## src/rtl/gps_acq_pkg.sv

```systemverilog
// Shared types and helpers for the acquisition peak detector.
package gps_acq_pkg;
  localparam int SAMPLE_BITS = 12;
  localparam int CA_CHIPS    = 1023;

  localparam logic [1:0] ST_IDLE   = 2'd0;
  localparam logic [1:0] ST_SEARCH = 2'd1;
  localparam logic [1:0] ST_DECIDE = 2'd2;
  localparam logic [1:0] ST_RESULT = 2'd3;

  typedef struct packed {
    logic [9:0]             phase;
    logic [4:0]             frac;
    logic signed [15:0]     doppler;
    logic [SAMPLE_BITS-1:0] metric;
  } acq_point_t;

  // Code-phase distance on the 1023-chip C/A circle.
  function automatic logic [9:0] circ_dist_1023(input logic [9:0] a, input logic [9:0] b);
    logic [9:0] d;
    d = (a > b) ? a - b : b - a;
    if (d > 10'd511) d = 10'(CA_CHIPS) - d;
    return d;
  endfunction
endpackage

```

## src/rtl/gps_acq_peak_detect_if.sv

```systemverilog
// Correlator-result input bus and acquisition-result output bus.
interface gps_acq_peak_detect_if;
  logic                                    search_start;
  logic                                    corr_complete;
  logic [9:0]                              code_phase;
  logic [4:0]                              code_nco_frac;
  logic signed [15:0]                      doppler_omega;
  logic [gps_acq_pkg::SAMPLE_BITS-1:0]     integrator;
  logic [5:0]                              sat;
  logic                                    search_complete;
  logic                                    res_ready;
  logic                                    res_valid;
  logic                                    res_detected;
  logic [9:0]                              res_code_phase;
  logic [4:0]                              res_code_frac;
  logic signed [15:0]                      res_doppler;
  logic [gps_acq_pkg::SAMPLE_BITS-1:0]     res_peak;
  logic [gps_acq_pkg::SAMPLE_BITS-1:0]     res_second;
  logic [5:0]                              res_sat;
  logic [15:0]                             res_points;
  logic                                    busy;

  modport master (
    output search_start, corr_complete, code_phase, code_nco_frac, doppler_omega,
           integrator, sat, search_complete, res_ready,
    input  res_valid, res_detected, res_code_phase, res_code_frac, res_doppler,
           res_peak, res_second, res_sat, res_points, busy
  );

  modport slave (
    input  search_start, corr_complete, code_phase, code_nco_frac, doppler_omega,
           integrator, sat, search_complete, res_ready,
    output res_valid, res_detected, res_code_phase, res_code_frac, res_doppler,
           res_peak, res_second, res_sat, res_points, busy
  );
endinterface

```

## src/rtl/gps_acq_peak_tracker.sv

```systemverilog
// Best / second-best peak registers with code-phase exclusion around the best peak.
module gps_acq_peak_tracker
  import gps_acq_pkg::*;
#(
  parameter int EXCL_CHIPS = 2
) (
  input  logic                   clk,
  input  logic                   rst,
  input  logic                   clr,
  input  logic                   upd,
  input  acq_point_t             pt,
  output acq_point_t             peak,
  output logic [SAMPLE_BITS-1:0] second,
  output logic                   peak_valid
);
  logic excl, beats_peak;

  always_comb begin
    excl       = peak_valid && (pt.doppler == peak.doppler) &&
                 (circ_dist_1023(pt.phase, peak.phase) <= 10'(EXCL_CHIPS));
    beats_peak = !peak_valid || (pt.metric > peak.metric);
  end

  // Strict compares: the first point seen keeps a tie.
  always_ff @(posedge clk or negedge rst) begin
    if (!rst) begin
      peak       <= '0;
      second     <= '0;
      peak_valid <= 1'b0;
    end else if (clr) begin
      peak       <= '0;
      second     <= '0;
      peak_valid <= 1'b0;
    end else if (upd) begin
      if (beats_peak) begin
        if (peak_valid && !excl) second <= peak.metric;
        peak       <= pt;
        peak_valid <= 1'b1;
      end else if ((pt.metric > second) && !excl) begin
        second <= pt.metric;
      end
    end
  end
endmodule

```

## src/rtl/gps_acq_peak_detect.sv

```systemverilog
// Acquisition peak detector: folds correlator points into peak trackers, then
// applies the floor and peak/second ratio test and hands one result downstream.
module gps_acq_peak_detect
  import gps_acq_pkg::*;
#(
  parameter int EXCL_CHIPS = 2,
  parameter int THR_NUM    = 3,
  parameter int THR_DEN    = 2,
  parameter int MIN_PEAK   = 64
) (
  input logic                  clk,
  input logic                  rst,
  gps_acq_peak_detect_if.slave bus
);
  localparam int PW = SAMPLE_BITS + 8;
  localparam logic [SAMPLE_BITS-1:0] CENTRE = SAMPLE_BITS'(1 << (SAMPLE_BITS - 1));

  logic [1:0]             state;
  logic                   corr_d, done_d, corr_rise, done_rise;
  logic                   cap_vld;
  acq_point_t             cur_pt, cap_pt, peak;
  logic [SAMPLE_BITS-1:0] second;
  logic                   peak_valid;
  logic [15:0]            pt_cnt;
  logic [PW-1:0]          prod_pk, prod_sc;
  logic                   detected;

  logic                   r_valid, r_det;
  acq_point_t             r_peak;
  logic [SAMPLE_BITS-1:0] r_second;
  logic [5:0]             r_sat;
  logic [15:0]            r_points;

  assign corr_rise = bus.corr_complete & ~corr_d;
  assign done_rise = bus.search_complete & ~done_d;

  always_comb begin
    cur_pt.phase   = bus.code_phase;
    cur_pt.frac    = bus.code_nco_frac;
    cur_pt.doppler = bus.doppler_omega;
    cur_pt.metric  = (bus.integrator >= CENTRE) ? bus.integrator - CENTRE
                                                : CENTRE - bus.integrator;
  end

  gps_acq_peak_tracker #(.EXCL_CHIPS(EXCL_CHIPS)) u_trk (
    .clk        (clk),
    .rst        (rst),
    .clr        (bus.search_start),
    .upd        (cap_vld),
    .pt         (cap_pt),
    .peak       (peak),
    .second     (second),
    .peak_valid (peak_valid)
  );

  always_comb begin
    prod_pk  = PW'(peak.metric) * PW'(THR_DEN);
    prod_sc  = PW'(second) * PW'(THR_NUM);
    detected = peak_valid && (peak.metric >= SAMPLE_BITS'(MIN_PEAK)) && (prod_pk > prod_sc);
  end

  always_ff @(posedge clk or negedge rst) begin
    if (!rst) begin
      state    <= ST_IDLE;
      corr_d   <= 1'b0;
      done_d   <= 1'b0;
      cap_vld  <= 1'b0;
      cap_pt   <= '0;
      pt_cnt   <= '0;
      r_valid  <= 1'b0;
      r_det    <= 1'b0;
      r_peak   <= '0;
      r_second <= '0;
      r_sat    <= '0;
      r_points <= '0;
    end else begin
      corr_d  <= bus.corr_complete;
      done_d  <= bus.search_complete;
      cap_vld <= corr_rise && (state == ST_SEARCH) && !bus.search_start;
      if (corr_rise) cap_pt <= cur_pt;

      if (bus.search_start) begin
        state    <= ST_SEARCH;
        pt_cnt   <= '0;
        r_valid  <= 1'b0;
        r_det    <= 1'b0;
        r_peak   <= '0;
        r_second <= '0;
        r_sat    <= '0;
        r_points <= '0;
      end else begin
        case (state)
          ST_SEARCH: begin
            if (corr_rise && (pt_cnt != 16'hFFFF)) pt_cnt <= pt_cnt + 16'd1;
            if (done_rise) state <= ST_DECIDE;
          end
          // Hold off while a captured point is still being folded into the trackers.
          ST_DECIDE: if (!cap_vld) begin
            state    <= ST_RESULT;
            r_valid  <= 1'b1;
            r_det    <= detected;
            r_peak   <= peak;
            r_second <= second;
            r_sat    <= bus.sat;
            r_points <= pt_cnt;
          end
          ST_RESULT: if (r_valid && bus.res_ready) begin
            r_valid <= 1'b0;
            state   <= ST_IDLE;
          end
          default: ;
        endcase
      end
    end
  end

  assign bus.res_valid      = r_valid;
  assign bus.res_detected   = r_det;
  assign bus.res_code_phase = r_peak.phase;
  assign bus.res_code_frac  = r_peak.frac;
  assign bus.res_doppler    = r_peak.doppler;
  assign bus.res_peak       = r_peak.metric;
  assign bus.res_second     = r_second;
  assign bus.res_sat        = r_sat;
  assign bus.res_points     = r_points;
  assign bus.busy           = (state == ST_SEARCH) || (state == ST_DECIDE);
endmodule

```

## src/flat_wrapper.sv

```systemverilog
// flat-port wrapper written by rule: the top's interface ports become plain ports
module gps_acq_peak_detect_flat import gps_acq_pkg::*;
#(
  parameter int EXCL_CHIPS = 2,
  parameter int THR_NUM    = 3,
  parameter int THR_DEN    = 2,
  parameter int MIN_PEAK   = 64
)
  (clk, rst, bus_search_start, bus_corr_complete, bus_code_phase, bus_code_nco_frac, bus_doppler_omega, bus_integrator, bus_sat, bus_search_complete, bus_res_ready, bus_res_valid, bus_res_detected, bus_res_code_phase, bus_res_code_frac, bus_res_doppler, bus_res_peak, bus_res_second, bus_res_sat, bus_res_points, bus_busy);
  gps_acq_peak_detect_if bus_i ();
  input logic clk;
  input logic rst;
  input wire logic [$bits(bus_i.search_start)-1:0] bus_search_start;
  input wire logic [$bits(bus_i.corr_complete)-1:0] bus_corr_complete;
  input wire logic [$bits(bus_i.code_phase)-1:0] bus_code_phase;
  input wire logic [$bits(bus_i.code_nco_frac)-1:0] bus_code_nco_frac;
  input wire logic [$bits(bus_i.doppler_omega)-1:0] bus_doppler_omega;
  input wire logic [$bits(bus_i.integrator)-1:0] bus_integrator;
  input wire logic [$bits(bus_i.sat)-1:0] bus_sat;
  input wire logic [$bits(bus_i.search_complete)-1:0] bus_search_complete;
  input wire logic [$bits(bus_i.res_ready)-1:0] bus_res_ready;
  output wire logic [$bits(bus_i.res_valid)-1:0] bus_res_valid;
  output wire logic [$bits(bus_i.res_detected)-1:0] bus_res_detected;
  output wire logic [$bits(bus_i.res_code_phase)-1:0] bus_res_code_phase;
  output wire logic [$bits(bus_i.res_code_frac)-1:0] bus_res_code_frac;
  output wire logic [$bits(bus_i.res_doppler)-1:0] bus_res_doppler;
  output wire logic [$bits(bus_i.res_peak)-1:0] bus_res_peak;
  output wire logic [$bits(bus_i.res_second)-1:0] bus_res_second;
  output wire logic [$bits(bus_i.res_sat)-1:0] bus_res_sat;
  output wire logic [$bits(bus_i.res_points)-1:0] bus_res_points;
  output wire logic [$bits(bus_i.busy)-1:0] bus_busy;
  assign bus_i.search_start = bus_search_start;
  assign bus_i.corr_complete = bus_corr_complete;
  assign bus_i.code_phase = bus_code_phase;
  assign bus_i.code_nco_frac = bus_code_nco_frac;
  assign bus_i.doppler_omega = bus_doppler_omega;
  assign bus_i.integrator = bus_integrator;
  assign bus_i.sat = bus_sat;
  assign bus_i.search_complete = bus_search_complete;
  assign bus_i.res_ready = bus_res_ready;
  assign bus_res_valid = bus_i.res_valid;
  assign bus_res_detected = bus_i.res_detected;
  assign bus_res_code_phase = bus_i.res_code_phase;
  assign bus_res_code_frac = bus_i.res_code_frac;
  assign bus_res_doppler = bus_i.res_doppler;
  assign bus_res_peak = bus_i.res_peak;
  assign bus_res_second = bus_i.res_second;
  assign bus_res_sat = bus_i.res_sat;
  assign bus_res_points = bus_i.res_points;
  assign bus_busy = bus_i.busy;
  gps_acq_peak_detect #(.EXCL_CHIPS(EXCL_CHIPS), .THR_NUM(THR_NUM), .THR_DEN(THR_DEN), .MIN_PEAK(MIN_PEAK)) u_core (.clk(clk), .rst(rst), .bus(bus_i));
endmodule
```

## config.mk

```make
export PLATFORM = sky130hd
export DESIGN_NAME = gps_acq_peak_detect_flat
export DESIGN_NICKNAME = d
export VERILOG_FILES = /design/src/rtl/gps_acq_pkg.sv /design/src/rtl/gps_acq_peak_detect_if.sv /design/src/rtl/gps_acq_peak_tracker.sv /design/src/rtl/gps_acq_peak_detect.sv /design/src/flat_wrapper.sv
export SDC_FILE = /design/constraint.sdc
export NUM_CORES = 1
export LEC_CHECK = 0
export CAP_MARGIN = 20
export CORE_MARGIN = 5
export CORE_UTILIZATION = 40
export CTS_BUF_LIST = sky130_fd_sc_hd__clkbuf_16
export DETAILED_ROUTE_END_ITERATION = 8
export SLEW_MARGIN = 25
export SYNTH_ARGS = -nofsm -noshare
export SYNTH_HDL_FRONTEND = slang
export SYNTH_SLANG_ARGS = --single-unit
```

## constraint.sdc

```tcl
create_clock -name clk -period 3.5 [get_ports clk]
set_input_delay 0.875 -clock clk [delete_from_list [all_inputs] [get_ports clk]]
set_output_delay 0.875 -clock clk [all_outputs]
set_load 0.03 [all_outputs]
```

==> results of run 1 <==
kinds of logic (layout without fill, tap and decap cells):
logic type | count (synthesis) | in the layout
buf+inv | 113 | 283
compound gates | 256 | 256
simple gates | 163 | 163
fa+ha+maj | 75 | 75
flops | 199 | 199
xor+xnor | 60 | 60
mux | 45 | 45
state kept, by name, indices dropped and copies added (netlist names):
signal,count
u_core.cap_pt,43
u_core.u_trk.peak,43
u_core.bus.res_doppler,16
u_core.bus.res_points,16
u_core.pt_cnt,16
u_core.bus.res_peak,12
u_core.bus.res_second,12
u_core.u_trk.second,12
u_core.bus.res_code_phase,10
u_core.bus.res_sat,6
u_core.bus.res_code_frac,5
u_core.state,2
u_core.bus.res_detected,1
u_core.bus.res_valid,1
u_core.cap_vld,1
u_core.corr_d,1
u_core.done_d,1
u_core.u_trk.peak_valid,1
worst paths after layout:
check                                                to  slack (ps)  depth (start not counted)
worst max-delay path            u_core.bus.res_detected         -40                         17
worst min-delay path             u_core.bus.res_peak[6]         410                          1
worst max register to register  u_core.bus.res_detected         -40                         17
worst min register to register    u_core.u_trk.peak[31]         490                          1
max in group asynchronous             u_core.cap_pt[33]        2290                          2
min in group clk                  u_core.u_trk.peak[31]         490                          1
layout make-up:
class                           instances  area (µm²)
Inverter                               66         248
Fill cell                            2327       12100
Tap cell                              330         413
Clock inverter                         15         199
Clock buffer                           17         425
Timing Repair Buffer                  185        1800
Sequential cell                       199        4980
Multi-Input combinational cell        599        4920
power by group:
part,switching [µW],internal [µW]
logic,792,640
registers,135,2430
clock network,1010,1100
total,1940,4170
cell usage after synthesis (all sizes together) (3+ instances only):
cell,number
xnor2,30
a22oi,15
dfrtp,199
nand3,14
a31oi,4
nor3,11
o21bai,6
a21o,20
nand2b,3
a22o,120
nor2,47
and3,5
mux2i,23
or3,4
inv,66
nand4,15
o21a,8
nor2b,11
o21ai,24
ha,72
xor2,30
mux2,22
nor4,6
fa,3
nand2,34
a21oi,44
buf,11
a2111oi,3
clkbuf,36
per-layer routing:
metal / share of wire [%] / wire length (µm) / track usage (%) / vias to the layer above
met3: 4.2 / 1060 / 3.70 / 26
met2: 47 / 11900 / 28.7 / 125
met5: 0.080 / 20 / 0 / -
met4: 1.2 / 302 / 4.38 / 2
li1: - / - / - / 3607
met1: 47 / 11900 / 24.1 / 3744
stage by stage:
step / area [µm²] / setup TNS [ps]
after floorplan: 10200 / 0
after detailed placement: 12100 / -124
after global routing: 13000 / -500
after global placement: 12100 / -62.2
final: 13000 / -42.0
after CTS: 12800 / -57.6
what timing repair did:
| item | in CTS | in global routing |
|---|---|---|
| hold buffers | 0 | 0 |
| pin swaps | 8 | 30 |
| setup buffers | 2 | 7 |
| gates cloned | 0 | 1 |
| setup endpoints to repair | 13 | 13 |
| gates resized for setup | 9 | 28 |
==> results.sh, run 1 <==
export IMPL_status="complete, but fails checks"
export IMPL_violations="setup timing"
export IMPL_placementRows=58
export IMPL_count_of_flip_flops_with_a_built_in_enable_after_synthesis=0
export IMPL_critical_path_class="register to register"
export IMPL_largest_net_degree_at_the_start_of_global_routing=79
export IMPL_drive_above_1_share_pct=13.6
export IMPL_worst_setup_hold_path_clk_slew_ps=80
export IMPL_first_global_vias=7715
export IMPL_synth_compound_area_share_pct=19.1
export IMPL_synth_top_cells_by_area="sky130_fd_sc_hd__dfrtp_1, sky130_fd_sc_hd__a22o_1, sky130_fd_sc_hd__ha_1, sky130_fd_sc_hd__xnor2_1, sky130_fd_sc_hd__xor2_1"
export IMPL_first_pass_iteration_count_of_the_detailed_router=4
export IMPL_place_inst=1369
export IMPL_yosys_warnings=0
export IMPL_wire_length_of_the_first_global_routing_pass_um=40900
export IMPL_finalWorstSetupSlack_ps=-42.0
export IMPL_hp_class="input pin to asynchronous set/reset pin"
export IMPL_drt_vias_per_instance=5.32
export IMPL_synth_xor_xnor_area_share_pct=5.18
export IMPL_dominant_combinational_cell_family_by_area_after_synthesis="compound AO/OA/AOI/OAI gates"
export IMPL_io_pin_count=135
export IMPL_postLayoutCoreUtil_pct=51.7
export IMPL_timing_critical_path_cells="ha_4 -> fa_2 -> a21oi_2 -> nor2_1 -> nor2_2 -> o21bai_1 -> a21oi_2 -> o21bai_1 -> a21oi_2 -> buf_4 -> o21ai_0 -> xor2_1 -> ha_1 -> nand4b_1 -> nor4_1 -> a2111oi_2 -> a21o_1"
export IMPL_ys_seq_area_share_pct=49.1
export IMPL_ant_nets=0
export IMPL_setup_viol_count_final=1
export IMPL_timing_critical_path_required_ps=3830
export IMPL_ctsRootBufferMaster="sky130_fd_sc_hd__clkbuf_16"
export IMPL_cts_tree="yes"
export IMPL_powerDensity_nw_per_um2=470
export IMPL_hpwl_um=16900
export IMPL_pre_cts_slack_ps=-124
export IMPL_mostFrequentLayoutCells="sky130_fd_sc_hd__dfrtp_1, sky130_fd_sc_hd__clkdlybuf4s50_1, sky130_fd_sc_hd__a22o_1, sky130_fd_sc_hd__ha_1, sky130_fd_sc_hd__inv_1"
export IMPL_grt_overflow=0
export IMPL_areaGrowthSynthToFinish_pct=27.9
export IMPL_cts_max_path_buffers=2
export IMPL_globalRouteTotalUtil_pct=17.6
export IMPL_critPathArrivalTime_ps=3880
export IMPL_cpPeakStageDelay_ps=460
export IMPL_power_uw=6110
export IMPL_cts_htree_levels=4
export IMPL_worstMarginPinSlew_ps=1040
export IMPL_fp_dieW_um=169
export IMPL_post_synth_cell_area_avg_um2=11.1
export IMPL_count_of_buffering_cells_on_the_critical_path_with_inverters_included=1
export IMPL_rsz0062_at_grt="yes"
export IMPL_maximum_fanout_along_the_worst_path=4
export IMPL_timing_max_transition_violations_final=0
export IMPL_postSynthNetCount=1041
export IMPL_finalClockSkew_ps=20.0
export IMPL_timing_critical_path_mode_cell="sky130_fd_sc_hd__a21oi_2"
export IMPL_antenna_cells=0
export IMPL_routed_wirelength_um=25100
export IMPL_yosys_reg_bits=199
export IMPL_post_synth_inst_count=911
export IMPL_drt_first_iter_violations=399
export IMPL_wire_per_inst_um=17.8
export IMPL_timing_max_cap_violations=0
export IMPL_routabilityCongestion=0.845
export IMPL_timing_rr_start="u_core.u_trk.second[1]"
export IMPL_final_cell_count_no_fill=1411
export IMPL_timing_startpoint_of_the_critical_path="u_core.u_trk.second[1]"
export IMPL_multiplexer_fraction_of_the_synthesized_cell_area_pct=4.71
export IMPL_synthAdderAreaFrac_pct=9.47
export IMPL_dieArea_um2=28700
export IMPL_achievable_frequency_mhz=282
export IMPL_cts_sinks=199
export IMPL_post_synth_instance_area_um2=10200
export IMPL_yosys_most_used_dff="sky130_fd_sc_hd__dfrtp_1"
export IMPL_type_of_destination_of_the_critical_path="register"
export IMPL_yosys_cell_types_count=53
export IMPL_worst_path_max_delay_cell="sky130_fd_sc_hd__dfrtp_2"
export IMPL_fp_coreArea_um2=25100
export IMPL_initial_core_util_pct=40.4
export IMPL_grt_antenna_before_repair=1
export IMPL_netlist_top_cell_by_area="sky130_fd_sc_hd__dfrtp_1"
export IMPL_hold_violations=0
export IMPL_worst_hold_margin_ps=413
export IMPL_fp_dieH_um=169
export IMPL_place_port_buffers=134
export IMPL_total_leakage_power_uw=0.00587
export IMPL_detailroute_via_count=7504
export IMPL_drc_errors=0
export IMPL_final_period_utilization_pct=101
export IMPL_layout_commonest_cell="sky130_fd_sc_hd__dfrtp_1"
export IMPL_type_of_origin_of_the_critical_path="register"
export IMPL_post_route_min_period_ps=3540
export IMPL_synthSimpleGateAreaFrac_pct=7.91
export IMPL_irDropWorstVdd_mv=0.271
export IMPL_cp_top_family="compound AO/OA/AOI/OAI gates"
export IMPL_cts_buffers_inserted=17
export IMPL_clk_insertion_delay_late_ps=450
export IMPL_worst_max_slew_margin_expressed_relative_to_the_limit_pct=30.8
export IMPL_yosys_area_top_type_share_pct=49.1
export IMPL_final_nets=1198
export IMPL_postSynth_asyncResetShare_pct=100
No activity file was read; power rests on OpenSTA's default activity.
==> run 2: changes to the inputs <==
--- a/config.mk
+++ b/config.mk
@@ -6,7 +6,7 @@
 export NUM_CORES = 1
 export LEC_CHECK = 0
 export CAP_MARGIN = 20
-export CORE_MARGIN = 5
+export CORE_ASPECT_RATIO = 0.9
 export CORE_UTILIZATION = 40
 export CTS_BUF_LIST = sky130_fd_sc_hd__clkbuf_16
 export DETAILED_ROUTE_END_ITERATION = 8
==> run 2 against run 1 <==
  * The run still ends with setup timing left
  * Sequential share of layout area increased by 0.17 points
  * Routed wire length fell by 0.66%
  * Die area down 9.2%
  * Clock-buffer cell count unchanged
  * Sequential power about the same
  * Register-to-register slack worse by 80 ps
  * Final cell count rose by 1.6%
  * Critical path depth is 4 higher
  * Combinational power is essentially flat
==> results.sh, run 2 (synthesis results as in run 1) <==
export IMPL_status="complete, but fails checks"
export IMPL_violations="setup timing"
export IMPL_power_share_combinational_pct=23.8
export IMPL_seqCellArea_um2=4980
export IMPL_timing_critical_path_cells="ha_4 -> fa_2 -> a21oi_2 -> nor2_1 -> nor2_2 -> o21bai_1 -> a21oi_2 -> buf_4 -> buf_4 -> buf_4 -> xnor2_1 -> ha_1 -> a21oi_2 -> nor2b_1 -> o21ai_0 -> o211ai_1 -> a21o_1 -> a21o_1 -> a21oi_2 -> a2111oi_2 -> a21o_1"
export IMPL_fp_dieH_um=153
export IMPL_fillerInstances=2196
export IMPL_worstMarginPinSlew_ps=911
export IMPL_initial_core_util_pct=41.3
export IMPL_final_cell_count_no_fill=1434
export IMPL_timing_critical_path_required_ps=3830
export IMPL_grt_antenna_before_repair=2
export IMPL_finalWorstSetupSlack_ps=-118
export IMPL_achievable_frequency_mhz=276
export IMPL_globalRouteTotalUtil_pct=19.9
export IMPL_first_global_vias=7628
export IMPL_hp_class="input pin to asynchronous set/reset pin"
export IMPL_internal_power_uw=3990
export IMPL_cts_buffers_inserted=17
export IMPL_detailroute_via_count=7482
export IMPL_ant_nets=0
export IMPL_worst_path_max_delay_cell="sky130_fd_sc_hd__dfrtp_2"
export IMPL_fp_dieW_um=170
export IMPL_place_inst=1382
export IMPL_drt_vias_per_instance=5.22
export IMPL_timing_critical_path_mode_cell="sky130_fd_sc_hd__a21oi_2"
export IMPL_irDropWorstVdd_mv=0.222
export IMPL_rsz0062_at_grt="yes"
export IMPL_areaGrowthSynthToFinish_pct=27.3
export IMPL_post_route_min_period_ps=3620
export IMPL_cts_tree="yes"
export IMPL_cts_hold_fix_buffers=0
export IMPL_ctsRootBufferMaster="sky130_fd_sc_hd__clkbuf_16"
export IMPL_maximum_fanout_along_the_worst_path=5
export IMPL_powerDensity_nw_per_um2=453
export IMPL_io_pin_count=135
export IMPL_cts_sinks=199
export IMPL_hpwl_um=17100
export IMPL_routabilityCongestion=0.837
export IMPL_drc_errors=0
export IMPL_clkPwrFrac_pct=32.1
export IMPL_drt_first_iter_violations=463
export IMPL_grt_overflow=0
export IMPL_wire_per_inst_um=17.4
export IMPL_cpPeakStageDelay_ps=450
export IMPL_setup_viol_count_final=1
export IMPL_final_period_utilization_pct=103
export IMPL_wire_length_of_the_first_global_routing_pass_um=41000
export IMPL_cts_max_path_buffers=2
export IMPL_critPathArrivalTime_ps=3950
export IMPL_mostFrequentLayoutCells="sky130_fd_sc_hd__dfrtp_1, sky130_fd_sc_hd__clkdlybuf4s50_1, sky130_fd_sc_hd__a22o_1, sky130_fd_sc_hd__ha_1, sky130_fd_sc_hd__inv_1"
export IMPL_worst_setup_hold_path_clk_slew_ps=70
export IMPL_routed_wirelength_um=25000
export IMPL_layout_top_registers="u_core.cap_pt: 43 flops, u_core.u_trk.peak: 43 flops"
export IMPL_timing_max_transition_violations_final=0
export IMPL_type_of_origin_of_the_critical_path="register"
export IMPL_dieArea_um2=26000
export IMPL_drive_above_1_share_pct=13.6
export IMPL_hold_violations=0
export IMPL_type_of_destination_of_the_critical_path="register"
export IMPL_layout_commonest_cell="sky130_fd_sc_hd__dfrtp_1"
export IMPL_first_pass_iteration_count_of_the_detailed_router=5
export IMPL_sw_frac_of_total_pct=31.9
export IMPL_finalClockSkew_ps=10.6
export IMPL_final_nets=1214
export IMPL_cts_htree_levels=4
export IMPL_timing_max_cap_violations=0
export IMPL_place_port_buffers=134
export IMPL_reg2reg_depth=21
export IMPL_multiInputGateArea_um2=4810
export IMPL_worst_hold_margin_ps=463
export IMPL_critical_path_class="register to register"
export IMPL_worst_max_slew_margin_expressed_relative_to_the_limit_pct=39.3
export IMPL_placementRows=54
export IMPL_seq_power_share_pct=44.1
export IMPL_total_leakage_power_uw=0.00588
export IMPL_clk_insertion_delay_late_ps=440
export IMPL_power_net_switching_uw=1870
export IMPL_fp_coreArea_um2=24600
export IMPL_largest_net_degree_at_the_start_of_global_routing=86
[run 2: cell count changes in the layout (fill, tap and decap cells not counted), sizes merged]
cell / previous run / this run
bufinv: 2 / 0
inv: 74 / 72
clkinvlp: 0 / 6
diode: 0 / 1
clkbuf: 19 / 18
buf: 50 / 67
clkinv: 5 / 3
[run 2: worst paths after layout]
path	slack, ps	end	from
min in group clk	490	u_core.u_trk.peak[32]	u_core.cap_pt[32]
max in group asynchronous	2280	u_core.u_trk.peak[33]	rst
hold reg to reg	490	u_core.u_trk.peak[32]	u_core.cap_pt[32]
hold / removal	460	u_core.cap_pt[24]	rst
setup reg to reg	-120	u_core.bus.res_detected	u_core.u_trk.second[1]
setup / recovery	-120	u_core.bus.res_detected	u_core.u_trk.second[1]
[run 2: worst max-delay path: cells and delay by family, from the launching register on]
| family | cells | cell delay (ps) |
|---|---|---|
| buffers and inverters | 3 | 300 |
| and+or+nand+nor | 3 | 240 |
| AOI/OAI and AO/OA | 11 | 1520 |
| xor gates and xnor gates | 1 | 130 |
| adders and majority gates | 3 | 860 |
| DFF | 1 | 450 |
[run 2: what timing repair did]
action                     CTS  global route
resized for setup            8            12
pin swaps                   16            19
setup endpoints to repair   13            13
buffers inserted            15             4
gates cloned                 0             0
[run 2: layout make-up]
type                    instances  share of cell area, %
flip-flops and latches        199                   38.5
multi-input cells             599                   37.2
repair buffers                201                   14.8
clock buffers                  17                   3.29
well taps                     336                   3.25
inverters                      66                   1.92
clock inverters                15                  0.939
diodes                          1                 0.0194
[run 2: stage by stage]
stage / setup WS, ps / utilization, % / total power [µW] / instance area, µm² / TNS, ps
floorplan: 30.7 / - / 3470 / 10200 / 0
global placement: -36.6 / 49.4 / 3950 / 12200 / -36.6
global route: -359 / 52.5 / 6170 / 12900 / -514
CTS: -39.0 / 52.2 / 5870 / 12800 / -39.0
finish: -118 / 52.6 / 5850 / 12900 / -118
detailed placement: -138 / 49.4 / 3970 / 12200 / -250
[run 2: layer usage]
metal  wire length, µm  vias to the layer above  track usage, %
met1             12900                     3649            29.8
met3              1210                       23            4.38
met5                25                        -               0
met4               240                        4            5.02
met2             10600                      159            28.9
li1                  -                     3647               -
[run 2: power by group through the flow]
stage | logic (µW) | clock network [µW] | registers (µW)
finish | 1400 | 1880 | 2580
detailed placement | 1350 | 0 | 2620
CTS | 1370 | 1920 | 2580
global route | 1550 | 2020 | 2600
floorplan | 850 | 0 | 2620
global placement | 1330 | 0 | 2620
==> run 3: changes to the inputs <==
--- a/config.mk
+++ b/config.mk
@@ -10,6 +10,7 @@
 export CORE_UTILIZATION = 40
 export CTS_BUF_LIST = sky130_fd_sc_hd__clkbuf_16
 export DETAILED_ROUTE_END_ITERATION = 8
+export HOLD_SLACK_MARGIN = 0.15
 export SLEW_MARGIN = 25
 export SYNTH_ARGS = -nofsm -noshare
 export SYNTH_HDL_FRONTEND = slang
==> results of run 3 <==
No change in the layout: final DEF, timing and power equal those of run 2.
